===== config.mk =====
export PLATFORM = sky130hd
export DESIGN_NAME = cache_control
export DESIGN_NICKNAME = d
export VERILOG_FILES = /design/src/rtl/cache_control.sv
export SDC_FILE = /design/constraint.sdc
export NUM_CORES = 1
export LEC_CHECK = 0
export BUFFER_PORTS_ARGS = -buffer_cell sky130_fd_sc_hd__buf_2
export CORE_UTILIZATION = 35
export CTS_CLUSTER_SIZE = 8
export DETAILED_ROUTE_END_ITERATION = 12
export GPL_TIMING_DRIVEN = 1
export PLACE_DENSITY_LB_ADDON = 0.05
export SYNTH_ARGS = -nofsm -noshare
export SYNTH_HDL_FRONTEND = slang
export SYNTH_SLANG_ARGS = --single-unit

===== constraint.sdc =====
create_clock -name clk -period 2.3 [get_ports clk]
set_clock_uncertainty 0.2 [all_clocks]
set_input_delay 0.345 -clock clk [delete_from_list [all_inputs] [get_ports clk]]
set_output_delay 0.345 -clock clk [all_outputs]
set_load 0.03 [all_outputs]

===== src/rtl/cache_control.sv =====
// cache_control: sequencing controller for the 2-way set-associative,
// write-back, 8-set cache datapath. Drives the datapath selects and write
// strobes, runs the memory writeback/fill handshakes and counts hits/misses.
module cache_control (
  input  logic        clk,
  input  logic        rst_n,
  input  logic        i_cpu_read,
  input  logic        i_cpu_write,
  output logic        o_cpu_resp,
  output logic        o_mem_read,
  output logic        o_mem_write,
  input  logic        i_mem_resp,
  input  logic        i_hit0,
  input  logic        i_hit1,
  input  logic        i_lru_out,
  input  logic        i_dir0_out,
  input  logic        i_dir1_out,
  output logic        o_indata_muxsel,
  output logic        o_outdata_muxsel,
  output logic [1:0]  o_memaddr_muxsel,
  output logic        o_lru_we,
  output logic        o_lru_in,
  output logic        o_val_in,
  output logic        o_dir_in,
  output logic        o_write0,
  output logic        o_write1,
  output logic [15:0] o_hit_count,
  output logic [15:0] o_miss_count
);

  localparam int unsigned CNT_W = 16;
  localparam logic [CNT_W-1:0] CNT_MAX = {CNT_W{1'b1}};

  typedef enum logic [1:0] {
    S_IDLE  = 2'd0,
    S_TAG   = 2'd1,
    S_WB    = 2'd2,
    S_ALLOC = 2'd3
  } state_t;

  state_t           r_state;
  logic             r_victim;
  logic             r_refill;
  logic [CNT_W-1:0] r_hit_count;
  logic [CNT_W-1:0] r_miss_count;

  logic w_req;
  logic w_hit;
  logic w_hit_way;
  logic w_victim_dirty;

  // Request/hit decode; way 0 wins when both tags (illegally) match.
  assign w_req          = i_cpu_read | i_cpu_write;
  assign w_hit          = i_hit0 | i_hit1;
  assign w_hit_way      = ~i_hit0;
  assign w_victim_dirty = i_lru_out ? i_dir1_out : i_dir0_out;

  assign o_hit_count  = r_hit_count;
  assign o_miss_count = r_miss_count;

  // State, latched victim, refill flag and saturating statistics.
  always_ff @(posedge clk or negedge rst_n) begin
    if (!rst_n) begin
      r_state      <= S_IDLE;
      r_victim     <= 1'b0;
      r_refill     <= 1'b0;
      r_hit_count  <= '0;
      r_miss_count <= '0;
    end else begin
      case (r_state)
        S_IDLE: begin
          if (w_req) r_state <= S_TAG;
        end
        S_TAG: begin
          // A fill's re-check is not a new hit; the flag lives for one TAG visit.
          r_refill <= 1'b0;
          if (!w_req) begin
            r_state <= S_IDLE;
          end else if (w_hit) begin
            r_state <= S_IDLE;
            if (!r_refill && (r_hit_count != CNT_MAX))
              r_hit_count <= r_hit_count + CNT_W'(1);
          end else begin
            r_victim <= i_lru_out;
            if (r_miss_count != CNT_MAX)
              r_miss_count <= r_miss_count + CNT_W'(1);
            r_state <= w_victim_dirty ? S_WB : S_ALLOC;
          end
        end
        S_WB: begin
          if (i_mem_resp) r_state <= S_ALLOC;
        end
        S_ALLOC: begin
          if (i_mem_resp) begin
            r_refill <= 1'b1;
            r_state  <= S_TAG;
          end
        end
        default: r_state <= S_IDLE;
      endcase
    end
  end

  // Datapath control decode from current state, victim and live inputs.
  always_comb begin
    o_cpu_resp       = 1'b0;
    o_mem_read       = 1'b0;
    o_mem_write      = 1'b0;
    o_indata_muxsel  = 1'b0;
    o_outdata_muxsel = 1'b0;
    o_memaddr_muxsel = 2'd0;
    o_lru_we         = 1'b0;
    o_lru_in         = 1'b0;
    o_val_in         = 1'b0;
    o_dir_in         = 1'b0;
    o_write0         = 1'b0;
    o_write1         = 1'b0;
    case (r_state)
      S_TAG: begin
        if (w_req && w_hit) begin
          o_outdata_muxsel = w_hit_way;
          o_lru_we         = 1'b1;
          o_lru_in         = ~w_hit_way;
          o_cpu_resp       = 1'b1;
          if (i_cpu_write) begin
            o_write0        = ~w_hit_way;
            o_write1        = w_hit_way;
            o_indata_muxsel = 1'b1;
            o_val_in        = 1'b1;
            o_dir_in        = 1'b1;
          end
        end
      end
      S_WB: begin
        o_mem_write      = 1'b1;
        o_memaddr_muxsel = r_victim ? 2'd2 : 2'd1;
        o_outdata_muxsel = r_victim;
      end
      S_ALLOC: begin
        o_mem_read       = 1'b1;
        o_memaddr_muxsel = 2'd0;
        if (i_mem_resp) begin
          o_write0 = ~r_victim;
          o_write1 = r_victim;
          o_val_in = 1'b1;
        end
      end
      default: ;
    endcase
  end

endmodule


Word-level counts from Yosys, hierarchy flattened
Cells that the tools add are included.
Cells by class
  add/subtract/negate cells: 2
  equality and inequality tests: 8
  multiplexer cells: 33
  bitwise gates (word level): 5
  reduce and logical (&&, ||, !) cells: 10
Operator list (number)
  adder 16 x 1 -> 16 bit, second input constant: 2
  != test 16 bit, second input constant: 2
  two-way mux 1 bit: 20
  two-way mux 2 bit: 7
  one-hot mux 1 bit (2 select lines): 5
  one-hot mux 2 bit (4 select lines): 1
  AND reduction 4 bit: 2
  != test 2 bit, second input constant: 3
  AND reduction 3 bit: 2
  equality test 2 bit, second input constant: 2
  NOT 1 bit: 3
  equality test 2 x 1 -> 1 bit, second input constant: 1
  logical AND 1 bit: 2
  logical NOT 2 bit: 1
  bitwise OR 1 bit: 2
  AND reduction 2 bit: 1
  nonzero test 2 bit: 1
  logical NOT 1 bit: 1
Word-level totals
  bits in registers: 36
  bits of input ports: 10
  output and inout bits: 45
  logic and storage cells: 63

Depth between registers and ports, before layout
  depth after elaboration: 5
  gate-level depth with buffers: 7
  depth with buffers taken out: 6

Worst setup path after synthesis
Ideal clock, no wire load.
  kind: register -> output
  start: register r_state[1]
  end: output port o_write1
  data arrival time: 1.933 ns
  data required time: 1.755 ns
  path slack: -0.178 ns
  stages on the path, launching flop included: 7
  path buffers: 0
  cell sequence: dfrtp_1 -> inv_1 -> ha_1 -> o221ai_1 -> inv_1 -> nand2_1 -> o21ai_0
On the way
  cells in the longest elaborated chain, start to end: 2
  elaborated cells on any way between the ends: 3
  those cells by class: 2 x eq/ne; 1 x mux
Ends and longest elaborated chain
  start, declared: RTL line 41  | state_t r_state;
  start signal, assigned: RTL line 87  | r_state <= w_victim_dirty ? S_WB : S_ALLOC;
  equality test 2 bit or equality test 2 x 1 -> 1 bit (tied branches): RTL line 118  | case (r_state)
  one-hot mux 1 bit (2 select lines) *: RTL line 118
  end, declared: RTL line 26  | output logic o_write1,
Mark *: on every way between the ends. The rest lies on a longest branch, timed or not.

Worst setup path in the final report
Ends and elaborated chain as after synthesis.

==> metrics.md <==
| Metric | Value |
|---|---|
| CTS buffer count | 5 |
| Register area share after synthesis | 46.4% |
| Final Hold Viols | 0 |
| Initial antenna violation count | 0 |
| Tot Pwr | 0.00230 W |
| Layout Utilization | about 47% |
| Critical Path RT | 1.75 ns |
| Maxcap violations | 0 |
| Max FO, Critical Path | 5 |
| Reg2reg start | r_state[1] |
| Final setup vio count | 0 |
| Most frequent cells after synthesis | 36 x dfrtp_1, 16 x nand3_1, 13 x nand4_1, 13 x xor2_1 |
| Row count | 26 |
| Mapped Avg Cell Area | just over 10 um^2 |
| Wire per inst | 13.3 um |
| Largest family of logic cells by synthesized area | simple AND/OR/NAND/NOR gates |
| Seq cells post-synth | 36 |
| Top-area cell type share of the netlist area | 46.4% |
| Final wirelength | 4410 um |
| DR DRC count | 0 |
| Antenna diode count | 0 |
| Vias in the first global route | 1,603 |
| P_leak | 1.25 nW |
| Global route overflow | 0 |
| Tmin final | 2.14 ns |
| Reg clk slew, reported paths | 0.08 ns |
| Post-synth EDFFs | 0 |
| Crit Path Class | flip-flop to output port |
| Synth Area in Simple Gates | about a quarter |
| Multi-input logic area | between 0.001 and 0.0015 mm^2 |
| Post-synth top flop | dfrtp_1 |
| Worst vdd ir | 0.469 mV |
| CP max stage delay | approximately 0.42 ns |
| PD cells | between 900 and 1000 mW/mm^2 |
| Synthesis Warnings | 0 |
| Worst hold start | i_lru_out |
| Post-DP HPWL | approximately 3300 um |
| Die area | 0.00585 mm^2 |
| FMAX | 0.468 GHz |
| Drt first pass iters | 4 |
| XOR/XNOR share of the synthesized area | ~11% |
| Tcrit/Tclk final | 93.0% |
| CP endpoint kind | output port |
| Crit path top cell by count | inv_1 |
| Clock Latency Late Sink | 0.29 ns |
| Fillers | 515 |
| Cell taking the most area after synthesis | dfrtp_1 |
| Global-route wire length before repair | between 7000 and 8000 um |
| Post-route ant nets | 0 |
| Adder-Cell Fraction of Synth Area | 3.86% |
| Share of layout cells above drive strength 1 | 32.8% |
| I/O Buffers | 54 |
| Die span in y | about 77 um |
| CTS max path bufs | 2 |
| Async S/R FF share, synth | 100% |
| Most common cell in the synthesized netlist | dfrtp_1 |
| Syn_nets | about 210 |
| Arr. time, crit path | 1.59 ns |
| TritonCTS clock tree | done |
| Crit path launch | r_state[1] |
| Count of pins over their slew limit | 0 |
| I/O pins | 55 |
| Syn-to-layout area delta | 27.8% |
| Chip width | 76.5 um |
| Slew headroom | 68.7% |
| Most area-consuming cells after synthesis | dfrtp_1 46%, xor2_1 5.9%, xnor2_1 5.4% |
| Hold WC Path Type | input pin to flip-flop |
| Core area | 0.00524 mm^2 |
| Synth Area in Compound Gates | 5.54% |
| Root Driver | clkbuf_8 |
| Setup TNS | 0 ns |
| Placer Congestion | 0.777 |
| Crit path cell chain | inv_1 -> ha_4 -> o221ai_4 -> inv_1 -> nand2_1 -> o21ai_1 -> clkbuf_4 |
| Final net count | 277 |
| Synth Cell Area | 0.00194 mm^2 |
| Via Count | 1,667 |
| Crit-path slowest cell | dfrtp_1 |
| Synth unique cells | 37 |
| FF/Latch Area | ~900 um^2 |
| H-tree depth | 2 |
| Tot GR Track Use | 16.2% |
| Slew @ Worst Pin | 0.467 ns |
| Initial DRC Count | 84 |
| Starting density of the core | a little under two fifths |
| Synth Instances | 193 |
| Pin count of the biggest net entering global routing | 19 |
| Mux cell area share after synthesis | 4.12% |
| Vias per cell | 5.02 |
| Clock sink count | 36 |
| Status | finished clean |
| Critical path startpoint category | flip-flop |
==> routing by layer <==
layer / part of all wire, % / track usage (%) / wire (um)
met5: 0 / 0 / 0
met2: 42 / 23.4 / 1850
met1: 51 / 23.8 / 2240
met4: 1.4 / 5.77 / 62
met3: 5.9 / 3.35 / 261
==> worst paths after layout <==
check                                   end  slack (ns)  depth (start not counted)
hold reg to reg            o_miss_count[15]        0.30                          1
max in group asynchronous   o_hit_count[10]        1.08                          3
setup / recovery                   o_write1        0.16                          7
setup reg to reg           o_miss_count[10]        0.25                          6
min in group asynchronous    o_hit_count[5]        0.32                          2
hold / removal                     r_victim        0.13                          2
==> final cells by class <==
cell class / count / share of cell area, %
clock buffer: 5 / 2.77
clock inverter: 3 / 0.756
timing repair buffer: 65 / 14.4
sequential: 36 / 36.3
inverter: 9 / 1.36
tap: 70 / 3.53
multi-input combinational: 144 / 40.9
==> worst max-delay path: cells and delay by family, from the launching register on <==
family          cells  cell delay (ns)
fa+ha+maj           1             0.17
flops               1             0.42
simple gates        1             0.08
buf+inv             3             0.41
compound gates      2             0.24
==> what timing repair did <==
action | 4_1_cts | 5_1_grt
buffers inserted | 0 | 1
endpoints found under the setup margin | 1 | 6
hold buffers | 1 | 0
resized for setup | 1 | 4
hold endpoints to repair | 16 | 0
==> registers in the layout, summed over array words and instances, names as in the netlist <==
register / count
r_victim: 1
r_state: 2
o_hit_count: 16
o_miss_count: 16
r_refill: 1
==> per-stage QoR <==
stage	hold WS (ns)	instances	cell area, um^2	worst slack [ns]
after detailed placement	0.109	322	2340	0.148
final	0.125	332	2480	0.161
after global routing	0.123	332	2480	-0.000250
after CTS	0.124	331	2450	0.0614
after floorplan	-0.151	193	1940	0.0336
after global placement	0.108	322	2340	0.182
==> cells in the final DEF, fill, tap and decap left out, types with 9 or more instances in the layout <==
master	n
nand4_1	13
nor2_1	12
xor2_1	13
nand3_1	16
nand2_1	11
xnor2_1	12
nor4_1	9
buf_4	10
buf_2	53
dfrtp_1	36
inv_1	9
==> power breakdown <==
part | switching, W | internal (W)
sequential | 0.000156 | 0.000750
combinational | 0.000581 | 0.000360
clock | 0.000237 | 0.000211
total | 0.000975 | 0.00132
==> kinds of logic after synthesis <==
| logic type | Yosys count |
|---|---|
| AO/OA/AOI/OAI | 17 |
| AND/OR/NAND/NOR | 89 |
| flip-flops | 36 |
| adder cells (fa/ha/maj) | 6 |
| buffers and inverters | 13 |
| XOR/XNOR | 25 |
| multiplexers | 7 |
(Power assumes the default switching activity.)
